==> config.mk <==
export PLATFORM = sky130hd
export DESIGN_NAME = uart_tx_fifo
export DESIGN_NICKNAME = d
export VERILOG_FILES = /design/src/rtl/uart_pkg.sv /design/src/rtl/uart_tx_fifo_fifo.sv /design/src/rtl/uart_tx_fifo.sv
export SDC_FILE = /design/constraint.sdc
export NUM_CORES = 1
export LEC_CHECK = 0
export BUFFER_PORTS_ARGS = -buffer_cell sky130_fd_sc_hd__clkbuf_2
export CORE_ASPECT_RATIO = 1.5
export CORE_UTILIZATION = 25
export DETAILED_ROUTE_END_ITERATION = 7
export PLACE_DENSITY_LB_ADDON = 0.15
export SYNTH_ARGS = -nofsm -noshare
export SYNTH_HDL_FRONTEND = slang
export SYNTH_SLANG_ARGS = --single-unit
export TNS_END_PERCENT = 5
==> constraint.sdc <==
create_clock -name clk -period 3 [get_ports clk]
set_input_delay 0.6 -clock clk [delete_from_list [all_inputs] [get_ports clk]]
set_output_delay 0.6 -clock clk [all_outputs]
set_load 0.005 [all_outputs]
==> src/rtl/uart_pkg.sv <==
// uart_pkg: shared definitions for the buffered UART transmitter.
//   uart_state_e               FSM state encoding (IDLE, START, DATA, PARITY, STOP)
//   uart_byte_t                8-bit byte type carried through the FIFO
//   UART_DEFAULT_DELAY_FRAMES  clock cycles per bit at 27 MHz / 115200 baud
package uart_pkg;

    typedef enum logic [2:0] {
        IDLE   = 3'd0,
        START  = 3'd1,
        DATA   = 3'd2,
        PARITY = 3'd3,
        STOP   = 3'd4
    } uart_state_e;

    typedef logic [7:0] uart_byte_t;

    localparam int UART_DEFAULT_DELAY_FRAMES = 234;

endpackage

==> src/rtl/uart_tx_fifo_fifo.sv <==
// uart_fifo: synchronous first-word-fall-through FIFO feeding the transmitter.
//   clk, rst_n  clock, asynchronous active-low reset (empties the FIFO)
//   push        write wdata_i (ignored when full)
//   wdata_i     write data
//   pop         drop the head entry (ignored when empty)
//   rdata_o     head entry, valid whenever empty is low
//   full/empty  occupancy flags
//   count       number of stored entries, 0..DEPTH
module uart_fifo #(
    parameter int WIDTH = 8,
    parameter int DEPTH = 16
) (
    input  logic                     clk,
    input  logic                     rst_n,
    input  logic                     push,
    input  logic [WIDTH-1:0]         wdata_i,
    input  logic                     pop,
    output logic [WIDTH-1:0]         rdata_o,
    output logic                     full,
    output logic                     empty,
    output logic [$clog2(DEPTH):0]   count
);

    localparam int AW = $clog2(DEPTH);

    logic [WIDTH-1:0] mem_q [DEPTH];
    logic [AW-1:0]    wr_ptr_q;
    logic [AW-1:0]    rd_ptr_q;
    logic [AW:0]      count_q;
    logic             do_push;
    logic             do_pop;

    assign do_push = push && !full;
    assign do_pop  = pop && !empty;

    // Storage needs no reset: an entry is only read after it has been written.
    always_ff @(posedge clk) begin
        if (do_push) begin
            mem_q[wr_ptr_q] <= wdata_i;
        end
    end

    // DEPTH is a power of two, so the pointers wrap by plain overflow.
    always_ff @(posedge clk or negedge rst_n) begin
        if (!rst_n) begin
            wr_ptr_q <= '0;
            rd_ptr_q <= '0;
            count_q  <= '0;
        end else begin
            if (do_push) begin
                wr_ptr_q <= wr_ptr_q + AW'(1);
            end
            if (do_pop) begin
                rd_ptr_q <= rd_ptr_q + AW'(1);
            end
            case ({do_push, do_pop})
                2'b10:   count_q <= count_q + (AW+1)'(1);
                2'b01:   count_q <= count_q - (AW+1)'(1);
                default: count_q <= count_q;
            endcase
        end
    end

    assign rdata_o = mem_q[rd_ptr_q];
    assign full    = (count_q == (AW+1)'(DEPTH));
    assign empty   = (count_q == '0);
    assign count   = count_q;

endmodule

==> src/rtl/uart_tx_fifo.sv <==
// uart_tx_fifo: buffered UART transmitter. Bytes arrive over a valid/ready
// handshake, queue in a FIFO and are sent back-to-back, LSB first.
//   clk         system clock
//   rst_n       asynchronous active-low reset
//   tx_data     byte to send (bits above DATA_BITS-1 are ignored)
//   tx_valid    tx_data is valid; accepted when tx_ready is also high
//   tx_ready    FIFO can accept a byte (low while in reset)
//   uart_tx     registered serial line, idle high
//   busy        a frame is in flight or bytes are queued
//   fifo_count  number of queued bytes
// Build option: define UART_TX_PARITY_EN to insert a parity bit after the
// data bits (odd when PARITY_ODD = 1, even otherwise).
module uart_tx_fifo
    import uart_pkg::*;
#(
    parameter int DELAY_FRAMES = UART_DEFAULT_DELAY_FRAMES,
    parameter int DATA_BITS    = 8,
    parameter int STOP_BITS    = 1,
    parameter int FIFO_DEPTH   = 16,
    parameter bit PARITY_ODD   = 1'b0
) (
    input  logic                          clk,
    input  logic                          rst_n,
    input  logic [7:0]                    tx_data,
    input  logic                          tx_valid,
    output logic                          tx_ready,
    output logic                          uart_tx,
    output logic                          busy,
    output logic [$clog2(FIFO_DEPTH):0]   fifo_count
);

    localparam int TW = $clog2(DELAY_FRAMES);
`ifdef UART_TX_PARITY_EN
    localparam uart_byte_t DATA_MASK = uart_byte_t'((1 << DATA_BITS) - 1);
`endif

    uart_state_e state_q, state_d;
    logic [TW-1:0] timer_q, timer_d;
    logic [2:0]    bit_idx_q, bit_idx_d;
    logic          stop_cnt_q, stop_cnt_d;
    uart_byte_t    shift_q, shift_d;
    logic          uart_tx_q, line_d;
    logic          ready_en_q;
    logic          tick;
    logic          fifo_pop;
    logic          fifo_full;
    logic          fifo_empty;
    uart_byte_t    fifo_rdata;

`ifndef UART_TX_PARITY_EN
    logic unused_parity_odd;
    assign unused_parity_odd = PARITY_ODD;
`endif

    uart_fifo #(
        .WIDTH (8),
        .DEPTH (FIFO_DEPTH)
    ) u_fifo (
        .clk     (clk),
        .rst_n   (rst_n),
        .push    (tx_valid && tx_ready),
        .wdata_i (tx_data),
        .pop     (fifo_pop),
        .rdata_o (fifo_rdata),
        .full    (fifo_full),
        .empty   (fifo_empty),
        .count   (fifo_count)
    );

    assign tick = (timer_q == TW'(DELAY_FRAMES - 1));

    // The line value is computed from the current state and registered, so
    // uart_tx trails the state register by exactly one cycle in every state.
    always_comb begin
        state_d    = state_q;
        timer_d    = tick ? '0 : timer_q + TW'(1);
        bit_idx_d  = bit_idx_q;
        stop_cnt_d = stop_cnt_q;
        shift_d    = shift_q;
        fifo_pop   = 1'b0;
        line_d     = 1'b1;

        case (state_q)
            IDLE: begin
                timer_d = '0;
                if (!fifo_empty) begin
                    fifo_pop = 1'b1;
                    shift_d  = fifo_rdata;
                    state_d  = START;
                end
            end
            START: begin
                line_d = 1'b0;
                if (tick) begin
                    bit_idx_d = '0;
                    state_d   = DATA;
                end
            end
            DATA: begin
                line_d = shift_q[bit_idx_q];
                if (tick) begin
                    if (bit_idx_q == 3'(DATA_BITS - 1)) begin
                        stop_cnt_d = 1'b0;
`ifdef UART_TX_PARITY_EN
                        state_d    = PARITY;
`else
                        state_d    = STOP;
`endif
                    end else begin
                        bit_idx_d = bit_idx_q + 3'd1;
                    end
                end
            end
`ifdef UART_TX_PARITY_EN
            PARITY: begin
                line_d = (^(shift_q & DATA_MASK)) ^ PARITY_ODD;
                if (tick) begin
                    state_d = STOP;
                end
            end
`endif
            STOP: begin
                line_d = 1'b1;
                if (tick) begin
                    if (stop_cnt_q == 1'(STOP_BITS - 1)) begin
                        // Chain straight into the next frame when data waits.
                        if (!fifo_empty) begin
                            fifo_pop = 1'b1;
                            shift_d  = fifo_rdata;
                            state_d  = START;
                        end else begin
                            state_d  = IDLE;
                        end
                    end else begin
                        stop_cnt_d = 1'b1;
                    end
                end
            end
            default: begin
                timer_d = '0;
                state_d = IDLE;
            end
        endcase
    end

    // ready_en_q keeps tx_ready low during reset and raises it on the first
    // clock edge after release.
    always_ff @(posedge clk or negedge rst_n) begin
        if (!rst_n) begin
            state_q    <= IDLE;
            timer_q    <= '0;
            bit_idx_q  <= '0;
            stop_cnt_q <= 1'b0;
            shift_q    <= '0;
            uart_tx_q  <= 1'b1;
            ready_en_q <= 1'b0;
        end else begin
            state_q    <= state_d;
            timer_q    <= timer_d;
            bit_idx_q  <= bit_idx_d;
            stop_cnt_q <= stop_cnt_d;
            shift_q    <= shift_d;
            uart_tx_q  <= line_d;
            ready_en_q <= 1'b1;
        end
    end

    assign uart_tx  = uart_tx_q;
    assign tx_ready = ready_en_q && !fifo_full;
    assign busy     = (state_q != IDLE) || (fifo_count != '0);

endmodule
==> run summary <==
Critical Path Sink Type - flop
Final cycle utilization of the critical path - 0.944
Category of the most critical setup path - reg -> reg
Type of the worst min-delay path - in -> async
Initial antenna violation count - 0
Floorplan row count - 74
Fillers - 2,634
Layer with the highest usage - met2
Final-report hold violation count - 0
Gp weighted congestion - 0.666
Vias after detailed routing - 3,300
Count of hold-fix buffers inserted at cts - 0
Average cell area after synthesis - 18.5 um^2
Final setup skew - 0.0112 ns
Number of instances resized during post-cts repair - 0
Net count after synthesis - 401
Aggregate routed wire length - 14,300 um
Relative slew slack - 0.361
Area taken by multi-input logic gates - 2040 um^2
Worst-case clock buffer depth - 2
Syn Std Cell Area - 6960 um^2
Clock latency on the worst-skew pair - 0.43 ns
Clock-pin slew of the registers on the worst-case setup and hold paths - 0.06 ns
# diodes - 0
Data arrival at the endpoint of the critical path - 3.17 ns
DRC violations left - 4
Initial Utilization - 0.255
Async S/R FF share, synth - 0.224
Worst hold-check slack - 0.323 ns
Part of the Yosys area used for sequential elements - 0.686
Top cells by area in the synthesized netlist - sky130_fd_sc_hd__edfxtp_1 55%, sky130_fd_sc_hd__dfrtp_1 13%, sky130_fd_sc_hd__mux4_2 11%, sky130_fd_sc_hd__mux2i_1 4.0%, sky130_fd_sc_hd__ha_1 2.3%
Final worst path period need - 2.83 ns
Total of endpoints with negative setup slack in the final report - 0
Worst EP required - 3.34 ns
Number of maximum-capacitance constraint violations - 0
Total of buffers placed on input and output ports - 18
Switching power total - 2.20 mW
Width of the die - 138 um
Number of cell instances on the worst register-to-register path - 9
Proportion of netlist area held by the largest area contributor - 0.553
Capturing instance or port of the critical path - u_fifo.count[4]
Vias in the first global route - 3,592
Post-synthesis cell type count - 48
Slack of the worst reg-to-reg path - 0.17 ns
Die boundary height - 206 um
Detail-routed net length per standard cell - 18.8 um
Top cells by instance count after synthesis - 128 x sky130_fd_sc_hd__edfxtp_1, 36 x sky130_fd_sc_hd__dfrtp_1, 34 x sky130_fd_sc_hd__mux4_2, 28 x sky130_fd_sc_hd__mux2i_1, 18 x sky130_fd_sc_hd__and2_1
Violated checks - design-rule violations
Area of the core - 27,300 um^2
Worst setup startpoint - u_fifo.count[0]
Setup TNS Final - 0 ns
Power share of the combinational group - 0.289
Worst reg2reg endpoint - u_fifo.count[4]
Nets@finish - 435
Largest net degree at the start of global routing - 38
Max Clk Rate - 0.353 GHz
Switching portion of total power - 0.293
Reg2reg start - u_fifo.count[0]
Area of all sequential standard cells - 4770 um^2
Peak ir drop on the vdd network - 0.324 mV
Sink Count - 165
Met1 track demand over resource in global routing - 0.117
Post-DRT Antenna Nets - 0
Number of placed I/O pins - 19
Setup repair after global routing missed its margin - false
Proportion of power drawn by the clock network - 0.308
Count of TritonRoute iterations in the first routing pass - 6
Flop and latch count out of synthesis - 165
Area added between synthesis and finish - 16.5%
GRT Residual Overflow - 0
Run status - finished with violations
Transition time at the pin with the least slew margin - 0.959 ns
Seq pwr share - 0.402
Leak - 2.92 nW
Final max-slew violation count - 0
Setup Fix Bufs, Post-CTS - 0
Global Route met2 Usage - 0.207
Fraction of final layout cells with drive strength greater than 1 - 0.272
Clock buffer count from CTS - 17
TritonCTS clock tree - yes
Cell-internal power - 5.31 mW
GRT Resource Usage Total - 0.109
Cell at the root of the clock tree - sky130_fd_sc_hd__clkbuf_16
Most common cell in the netlist - sky130_fd_sc_hd__edfxtp_1
Half-perimeter wire length after placement - 9960 um
Post-synthesis cell type with the largest combined area - sky130_fd_sc_hd__edfxtp_1
CTS H-Tree Depth - 4
Peak fanout along the critical path - 7
Most used flip-flop cell after synthesis - sky130_fd_sc_hd__edfxtp_1
Vias/cell - 4.31
Gate count after technology mapping - 376
Number of DRC markers in iteration 0 - 124
Synthesis warning total - 0
Number of synthesized flops with an enable pin - 128
Grt met3 use - 0.0262
Wire length of the first global-routing pass - 22,300 um
Power per cell area - 927 nW/um^2
Type of origin of the critical path - flop
Die area - 28,500 um^2
==> stage by stage <==
stage	util	cells	total power [mW]	instance area, um^2	worst slack, ns
after global placement	0.274	733	5.30	7470	0.193
final	0.297	765	7.51	8100	0.167
after global routing	0.297	765	7.94	8100	0.0158
after CTS	0.297	765	7.65	8100	0.139
after floorplan	-	376	4.67	6960	0.224
after detailed placement	0.274	733	5.32	7470	0.141
==> cell type report <==
class / count / area share
sequential: 165 / 0.589
multi-input combinational: 186 / 0.252
tap: 342 / 0.0528
clock buffer: 17 / 0.0525
clock inverter: 15 / 0.0250
timing repair buffer: 30 / 0.0238
inverter: 10 / 0.00463
==> cell usage in the layout (no fill, tap or decap), drive strengths merged, types with 2 or more instances in the layout <==
cell type / count
edfxtp: 128
dfrtp: 36
clkbuf: 35
mux4: 34
mux2i: 28
and2: 18
nor2: 14
ha: 13
inv: 13
buf: 12
mux2: 11
xor2: 8
xnor2: 8
nand2: 8
clkinvlp: 5
nand3: 4
a21oi: 4
bufinv: 4
nor3b: 3
nand4: 3
o21ai: 3
and3: 3
clkinv: 3
nor2b: 2
nor3: 2
a21o: 2
a2111oi: 2
==> metal layers <==
metal	vias up	wire length (um)	part of all wire
li1	1518	-	-
met1	1741	5790	0.40
met2	29	8010	0.56
met3	12	351	0.024
met4	0	201	0.014
met5	-	0	0
==> power by group through the flow <==
stage                     Clock [mW]  Combinational [mW]  Sequential [mW]
final                           2.32                2.17             3.02
after global routing            2.46                2.41             3.08
after CTS                       2.37                2.24             3.04
after detailed placement           0                2.24             3.09
after global placement             0                2.22             3.08
after floorplan                    0                1.73             2.94
==> flip-flops by register name, indices dropped and copies added (netlist names) <==
| name | count |
|---|---|
| bit_idx_q | 3 |
| ready_en_q | 1 |
| shift_q | 8 |
| state_q | 3 |
| timer_q | 8 |
| u_fifo.count | 5 |
| u_fifo.mem_q | 128 |
| u_fifo.rd_ptr_q | 4 |
| u_fifo.wr_ptr_q | 4 |
| uart_tx | 1 |
==> cells by family (layout without fill, tap and decap cells) <==
group | count (synthesis) | count (layout) | synth area share
other | 1 | 1 | 0.000539
DFF | 165 | 165 | 0.686
xor gates and xnor gates | 16 | 16 | 0.0201
adders and majority gates | 14 | 14 | 0.0263
buffers and inverters | 25 | 72 | 0.0203
and+or+nand+nor | 63 | 63 | 0.0533
muxes | 73 | 73 | 0.172
AOI/OAI and AO/OA | 19 | 19 | 0.0216
==> how the worst min path moves through the flow <==
stage / slack, ns / cells after the start / from / end
global route: 0.39 / 1 / rst_n / u_fifo.count[3]
floorplan: 0.30 / 0 / rst_n / bit_idx_q[0]
global placement: 0.46 / 1 / state_q[0] / state_q[2]
CTS: 0.35 / 1 / rst_n / ready_en_q
detailed placement: 0.48 / 1 / state_q[0] / state_q[2]
finish: 0.32 / 1 / rst_n / ready_en_q
==> worst max-delay path: stages, from the launching register on <==
cell and delay (ns):
sky130_fd_sc_hd__dfrtp_1 0.45, sky130_fd_sc_hd__or4_4 0.62, sky130_fd_sc_hd__o211a_4 0.29, sky130_fd_sc_hd__inv_2 0.08
sky130_fd_sc_hd__ha_1 0.28, sky130_fd_sc_hd__ha_1 0.32, sky130_fd_sc_hd__a21o_1 0.20, sky130_fd_sc_hd__a21oi_1 0.16
sky130_fd_sc_hd__mux2i_1 0.23, sky130_fd_sc_hd__xnor2_1 0.13
Note: power is estimated with default switching activity, not from simulation.
